File: src/rtl/spi_cmd_pkg.sv
// spi_cmd_pkg
// Shared definitions for the SPI command decoder: command byte codes,
// the decoder state encoding and a saturating-increment helper for the
// error counter.
package spi_cmd_pkg;

    localparam logic [7:0] CMD_NOP    = 8'h00;
    localparam logic [7:0] CMD_WRITE  = 8'h01;
    localparam logic [7:0] CMD_BRIGHT = 8'h02;
    localparam logic [7:0] CMD_SWAP   = 8'h03;

    localparam logic [7:0] ERR_MAX    = 8'hFF;

    typedef enum logic [2:0] {
        ST_IDLE    = 3'd0,
        ST_ADDR_HI = 3'd1,
        ST_ADDR_LO = 3'd2,
        ST_DATA    = 3'd3,
        ST_BRIGHT  = 3'd4,
        ST_DISCARD = 3'd5
    } state_t;

    // 8-bit increment that sticks at ERR_MAX instead of wrapping.
    function automatic logic [7:0] sat_inc8(input logic [7:0] value);
        logic [7:0] result;
        if (value == ERR_MAX) begin
            result = ERR_MAX;
        end else begin
            result = value + 8'd1;
        end
        return result;
    endfunction

endpackage

File: src/rtl/sync_2ff.sv
// sync_2ff
// One-bit two-flop synchronizer for bringing an asynchronous pin into the
// clk domain. Both stages take RST_VAL during reset, so the output shows a
// known level until the real pin value has passed through.
// Ports:
//   clk  - destination clock
//   rst  - synchronous reset, active-low
//   d    - asynchronous input
//   q    - synchronized output (two clk cycles of latency)
module sync_2ff #(
    parameter logic RST_VAL = 1'b0
) (
    input  logic clk,
    input  logic rst,
    input  logic d,
    output logic q
);

    logic meta_r;
    logic sync_r;

    // Two-stage capture of the asynchronous input.
    always_ff @(posedge clk) begin
        if (!rst) begin
            meta_r <= RST_VAL;
            sync_r <= RST_VAL;
        end else begin
            meta_r <= d;
            sync_r <= meta_r;
        end
    end

    assign q = sync_r;

endmodule

File: src/rtl/spi_cmd_decoder.sv
// spi_cmd_decoder
// Decodes the byte stream from the SPI slave into framebuffer writes, a
// brightness register and a buffer-swap pulse. One command per frame; a
// frame is the time slave-select is at its active level.
// Ports:
//   clk        - system clock
//   rst        - synchronous reset, active-low
//   ss         - raw slave-select pin (asynchronous)
//   in_data    - received byte
//   in_valid   - one-cycle strobe qualifying in_data
//   wr_en      - framebuffer write strobe (one cycle per data byte)
//   wr_addr    - framebuffer write address
//   wr_data    - framebuffer write data
//   brightness - display brightness register
//   swap       - one-cycle front/back buffer swap request
//   err_count  - saturating count of unknown command bytes
// All outputs are registered and react one clk after the triggering byte.
// ADDR_WIDTH is expected to be between 8 and 16.
module spi_cmd_decoder
    import spi_cmd_pkg::*;
#(
    parameter logic       ss_active  = 1'b1,
    parameter int         ADDR_WIDTH = 10,
    parameter logic [7:0] BRIGHT_RST = 8'h80
) (
    input  logic                  clk,
    input  logic                  rst,
    input  logic                  ss,
    input  logic [7:0]            in_data,
    input  logic                  in_valid,
    output logic                  wr_en,
    output logic [ADDR_WIDTH-1:0] wr_addr,
    output logic [7:0]            wr_data,
    output logic [7:0]            brightness,
    output logic                  swap,
    output logic [7:0]            err_count
);

    logic                  ss_s;
    logic                  frame_active_s;

    // sync_ok_r fills with ones after reset; once bit 1 is set, ss_s carries
    // the real pin level rather than the synchronizer's reset value.
    logic [1:0]            sync_ok_r;
    // armed_r: a genuine inactive period has been seen since reset, so the
    // next active frame starts cleanly. Until then an active frame is one
    // that reset interrupted and is discarded.
    logic                  armed_r;
    logic                  armed_nxt_s;

    state_t                state_r;
    state_t                state_fsm_s;
    state_t                state_nxt_s;

    logic [7:0]            addr_hi_r;
    logic [7:0]            addr_hi_nxt_s;
    logic [ADDR_WIDTH-1:0] ptr_r;
    logic [ADDR_WIDTH-1:0] ptr_nxt_s;

    logic                  wr_en_r;
    logic                  wr_en_nxt_s;
    logic [ADDR_WIDTH-1:0] wr_addr_r;
    logic [ADDR_WIDTH-1:0] wr_addr_nxt_s;
    logic [7:0]            wr_data_r;
    logic [7:0]            wr_data_nxt_s;
    logic [7:0]            bright_r;
    logic [7:0]            bright_nxt_s;
    logic                  swap_r;
    logic                  swap_nxt_s;
    logic [7:0]            err_r;
    logic [7:0]            err_nxt_s;

    sync_2ff #(
        .RST_VAL (~ss_active)
    ) u_ss_sync (
        .clk (clk),
        .rst (rst),
        .d   (ss),
        .q   (ss_s)
    );

    assign frame_active_s = (ss_s == ss_active);

    // Track synchronizer validity and whether a clean frame boundary was seen.
    always_comb begin
        armed_nxt_s = armed_r;
        if (sync_ok_r[1] && !frame_active_s) begin
            armed_nxt_s = 1'b1;
        end else begin
            armed_nxt_s = armed_r;
        end
    end

    // Command decode and per-state byte handling; outputs default to hold,
    // strobes default low.
    always_comb begin
        state_fsm_s   = state_r;
        addr_hi_nxt_s = addr_hi_r;
        ptr_nxt_s     = ptr_r;
        wr_en_nxt_s   = 1'b0;
        wr_addr_nxt_s = wr_addr_r;
        wr_data_nxt_s = wr_data_r;
        bright_nxt_s  = bright_r;
        swap_nxt_s    = 1'b0;
        err_nxt_s     = err_r;
        case (state_r)
            ST_IDLE: begin
                if (frame_active_s && !armed_r) begin
                    state_fsm_s = ST_DISCARD;
                end else if (in_valid && frame_active_s) begin
                    case (in_data)
                        CMD_NOP: begin
                            state_fsm_s = ST_DISCARD;
                        end
                        CMD_WRITE: begin
                            state_fsm_s = ST_ADDR_HI;
                        end
                        CMD_BRIGHT: begin
                            state_fsm_s = ST_BRIGHT;
                        end
                        CMD_SWAP: begin
                            swap_nxt_s  = 1'b1;
                            state_fsm_s = ST_DISCARD;
                        end
                        default: begin
                            err_nxt_s   = sat_inc8(err_r);
                            state_fsm_s = ST_DISCARD;
                        end
                    endcase
                end else begin
                    state_fsm_s = ST_IDLE;
                end
            end
            ST_ADDR_HI: begin
                if (in_valid) begin
                    addr_hi_nxt_s = in_data;
                    state_fsm_s   = ST_ADDR_LO;
                end else begin
                    state_fsm_s   = ST_ADDR_HI;
                end
            end
            ST_ADDR_LO: begin
                if (in_valid) begin
                    // Upper address bits beyond ADDR_WIDTH are dropped.
                    ptr_nxt_s   = ADDR_WIDTH'({addr_hi_r, in_data});
                    state_fsm_s = ST_DATA;
                end else begin
                    state_fsm_s = ST_ADDR_LO;
                end
            end
            ST_DATA: begin
                if (in_valid) begin
                    wr_en_nxt_s   = 1'b1;
                    wr_addr_nxt_s = ptr_r;
                    wr_data_nxt_s = in_data;
                    // Natural ADDR_WIDTH overflow gives the wrap to zero.
                    ptr_nxt_s     = ptr_r + ADDR_WIDTH'(1'b1);
                end else begin
                    ptr_nxt_s     = ptr_r;
                end
                state_fsm_s = ST_DATA;
            end
            ST_BRIGHT: begin
                if (in_valid) begin
                    bright_nxt_s = in_data;
                    state_fsm_s  = ST_DISCARD;
                end else begin
                    state_fsm_s  = ST_BRIGHT;
                end
            end
            ST_DISCARD: begin
                state_fsm_s = ST_DISCARD;
            end
            default: begin
                state_fsm_s = ST_IDLE;
            end
        endcase
    end

    // The byte in the last cycle of a frame is still handled above; only the
    // following state is forced back to IDLE.
    assign state_nxt_s = frame_active_s ? state_fsm_s : ST_IDLE;

    // State register.
    always_ff @(posedge clk) begin
        if (!rst) begin
            state_r <= ST_IDLE;
        end else begin
            state_r <= state_nxt_s;
        end
    end

    // Datapath and output registers.
    always_ff @(posedge clk) begin
        if (!rst) begin
            sync_ok_r <= 2'b00;
            armed_r   <= 1'b0;
            addr_hi_r <= 8'h00;
            ptr_r     <= '0;
            wr_en_r   <= 1'b0;
            wr_addr_r <= '0;
            wr_data_r <= 8'h00;
            bright_r  <= BRIGHT_RST;
            swap_r    <= 1'b0;
            err_r     <= 8'h00;
        end else begin
            sync_ok_r <= {sync_ok_r[0], 1'b1};
            armed_r   <= armed_nxt_s;
            addr_hi_r <= addr_hi_nxt_s;
            ptr_r     <= ptr_nxt_s;
            wr_en_r   <= wr_en_nxt_s;
            wr_addr_r <= wr_addr_nxt_s;
            wr_data_r <= wr_data_nxt_s;
            bright_r  <= bright_nxt_s;
            swap_r    <= swap_nxt_s;
            err_r     <= err_nxt_s;
        end
    end

    assign wr_en      = wr_en_r;
    assign wr_addr    = wr_addr_r;
    assign wr_data    = wr_data_r;
    assign brightness = bright_r;
    assign swap       = swap_r;
    assign err_count  = err_r;

endmodule

File: config.mk
export PLATFORM = sky130hd
export DESIGN_NAME = spi_cmd_decoder
export DESIGN_NICKNAME = d
export VERILOG_FILES = /design/src/rtl/spi_cmd_pkg.sv /design/src/rtl/sync_2ff.sv /design/src/rtl/spi_cmd_decoder.sv
export SDC_FILE = /design/constraint.sdc
export NUM_CORES = 1
export LEC_CHECK = 0
export BUFFER_PORTS_ARGS = -buffer_cell sky130_fd_sc_hd__buf_2
export CORE_AREA = 2 2 73 75
export CTS_BUF_LIST = sky130_fd_sc_hd__clkbuf_8
export DETAILED_ROUTE_END_ITERATION = 6
export DIE_AREA = 0 0 75 77
export PLACE_DENSITY_LB_ADDON = 0.3
export SLEW_MARGIN = 20
export SYNTH_ARGS = -nofsm -noshare
export SYNTH_HDL_FRONTEND = slang
export SYNTH_SLANG_ARGS = --single-unit
File: constraint.sdc
create_clock -name clk -period 2.5 [get_ports clk]
set_clock_uncertainty 0.15 [all_clocks]
set_input_delay 0.375 -clock clk [delete_from_list [all_inputs] [get_ports clk]]
set_output_delay 0.375 -clock clk [all_outputs]
set_load 0.005 [all_outputs]
==> summary.txt <==
Critical path
  • CP Capture Type: flop
  • Crit path max fanout: 16
  • Startpoint type of the worst setup path: flop
  • CP arrival: 2.07 ns
  • WP data required: roughly 2.5 ns
  • Setup CP Type: flop to flop
  • Reg-to-Reg Start: state_r[0]
  • Worst Setup SP: state_r[0]

Synthesis
  • Simple-gate share of the synthesized area: 28.17%
  • Seq cells post-synth: 56
  • Xor/xnor cell area share of the yosys netlist: 0%
  • Ys Warns: 0
  • Post-synthesis mux area share: 1.243%
  • Number of distinct library cells after synthesis: 45
  • Syn_nets: around 310
  • Syn Inst Count: 297
  • Post-Synthesis Cell Area: 2416 µm²
  • Sequential area share after synthesis: between 40 and 50%
  • Post-synthesis adder-cell area fraction: 1.450%
  • Synth Area in Compound Gates: 18.49%
  • Largest family of logic cells by synthesized area: simple AND/OR/NAND/NOR gates
  • Mean Syn Cell Area: 8.135 µm²

Clocking
  • TritonCTS Sinks: 56
  • Longest Clk Path Bufs: 2
  • Post-CTS Setup Repair Bufs: 0
  • PostCTS Resize Cnt: 0
  • CTS tree: built
  • # H-tree levels: 2
  • Root Driver: clkbuf_8
  • Post-CTS Hold Buffers: 0
  • Clk Latency, worst-skew pair: 0.31 ns
  • Num CTS Buffers: 5
  • Clk slew on worst S/H paths: 0.10 ns

Cells and area
  • Nets@finish: roughly 350
  • FILL cells: 480
  • Inserted Diodes: 0
  • Area Overhead vs Synth: 16.05%
  • Layout cell share with drive strength beyond 1: 19.23%

Drt
  • TritonRoute pass-1 iters: 4
  • DR WL/cell: roughly 14 µm
  • WL final: ~5800 µm
  • DRT antenna net count: 0
  • DR vias: about 2300
  • Vias/cell: 5.615
  • Drt initial violations: 154
  • DR DRC count: 0

Placed design
  • Post-DP HPWL: 3842 µm
  • GP Congestion: 0.8578
  • # port buffers: 47

Hold path
  • Hold path start: ss
  • Worst Hold Class: input port to flop

Timing
  • Final period utilization: 81.71%
  • RSZ-0062 raised after global routing: false
  • Fin. Hold Viols: 0
  • Fin crit period: 2.043 ns
  • Final setup violation count: 0
  • Max-slew violation count: 0
  • Slew @ Worst Pin: approximately 0.53 ns
  • Max-slew headroom: 64.44%
  • Final setup TNS: 0 ns
  • Peak Freq: 489.5 MHz

Floorplan
  • Die Wd: 75 µm
  • Initial core utilization: between 40% and 50%
  • Rows: 26
  • Ports: 48
  • CORE AREA: between 4000 and 5000 µm²
  • Die Span Y: 77 µm
  • Die area: 5775 µm²

Global routing
  • Pin count of the biggest net entering global routing: 35
  • Vias in the first global route: between 2000 and 2500
  • Antenna violations before repair: 0
  • Grt total ovfl: 0
  • Total track usage: a little over a fifth
  • First-pass GRT wire length: 9908 µm

Power and ir drop
  • Power Dens Cells: 572.2 nW/µm²
  • Total Power: approximately 1600 µW
  • Maximum VDD drop: around 0.00035 V
  • Leak: ~0.0011 µW

Run
  • Max_cap viols: 0

Outcome
  • Status: complete, no violations
## cell usage after synthesis (all sizes together)
master / count / area, µm²
a2111oi: 1 / 8.760
a211oi: 3 / 22.52
a21oi: 39 / 195.2
a221oi: 2 / 17.52
a311oi: 3 / 26.28
a31oi: 7 / 43.79
and2: 8 / 50.05
and3: 4 / 25.02
and3b: 3 / 26.28
and4: 1 / 8.760
buf: 7 / 43.79
clkbuf: 10 / 40.04
clkinv: 1 / 3.750
dfxtp: 56 / 1121
ha: 2 / 25.02
inv: 4 / 15.01
maj3: 1 / 10.01
mux2i: 3 / 30.03
nand2: 69 / 261.5
nand2b: 3 / 18.77
nand3: 12 / 60.06
nand3b: 2 / 18.77
nand4: 3 / 18.77
nor2: 12 / 47.55
nor2b: 1 / 6.260
nor3: 6 / 30.03
nor3b: 3 / 32.53
nor4: 3 / 25.02
o2111ai: 1 / 8.760
o211a: 1 / 10.01
o21a: 1 / 7.510
o21ai: 12 / 60.06
o21bai: 1 / 7.510
o311ai: 1 / 8.760
o31ai: 4 / 30.03
or2: 1 / 6.260
or4: 6 / 45.04
## state kept, by name, summed over array words and instances (netlist names), 2 cells and up
signal and flops:
addr_hi_r 2, wr_addr 10, ptr_r 10, wr_data 8
brightness 8, sync_ok_r 2, state_r 3, err_count 8
## metrics by stage
stage          cell area, µm²  utilization (%)  hold WS (ns)  setup WS, ns  std cells
2_1_floorplan            2416                -        0.2527        0.8597        297
3_3_place_gp             2678            53.80        0.2662        0.5521        400
3_5_place_dp             2678            53.80        0.2686        0.4966        400
4_1_cts                  2804            56.33        0.1056        0.4688        408
5_1_grt                  2804            56.33        0.1248        0.2282        408
6_report                 2804            56.33        0.1127        0.4572        408
## worst paths after layout
check	endpoint	slack, ns	depth (start not counted)
hold / removal	u_ss_sync.meta_r	0.11	2
hold reg to reg	sync_ok_r[1]	0.29	1
setup / recovery	ptr_r[8]	0.46	4
setup reg to reg	ptr_r[8]	0.46	4
## kinds of logic after synthesis
family                   after synthesis
AO/OA/AOI/OAI                         76
multiplexers                           3
AND/OR/NAND/NOR                      137
flip-flops                            56
adder cells (fa/ha/maj)                3
buffers and inverters                 22
## layout by cell type (no fill, tap or decap), drive strengths merged
cell type and count:
nand3 12, nor2b 1, o31ai 4, maj3 1
clkbuf 7, a311oi 3, and2 8, or2 1
nor3 6, clkinv 1, a31oi 7, nand2b 3
o2111ai 1, buf 50, and3 4, nand2 69
inv 4, or4 6, nor3b 3, dfxtp 56
o211a 1, a21oi 39, o311ai 1, nor2 12
nand4 3, a2111oi 1, o21bai 1, nand3b 2
o21ai 12, bufinv 1, ha 2, o21a 1
mux2i 3, a211oi 3, and3b 3, nor4 3
and4 1, a221oi 2
## final cells by class
class | count | area, µm² | share of cell area, %
inverters | 5 | 18.77 | 0.6693
repair buffers | 50 | 257.7 | 9.192
clock inverters | 1 | 30.03 | 1.071
flip-flops and latches | 56 | 1121 | 39.98
multi-input cells | 219 | 1192 | 42.53
clock buffers | 7 | 96.34 | 3.436
well taps | 70 | 87.58 | 3.124
## layer usage
metal	GRT usage [%]	vias up	share of wire (%)
met4	6.071	0	0.70
met5	0	-	0
li1	-	1122	-
met1	29.73	1077	46
met3	4.731	5	6.5
met2	33.60	87	47
## worst max-delay path, cell delays in order (launching register included)
cell	delay, ns
dfxtp_1	0.67
nand3b_2	0.32
or4_1	0.57
o21ai_0	0.10
a211oi_1	0.10
## report_power, final
part           switching [µW]  internal, µW  leakage, µW  total, µW
Combinational            40.5          18.1     0.000564       58.6
Sequential               4.16           897     0.000452        901
Clock                     291           354    0.0000645        645
Power figures use the tool's default switching activity.
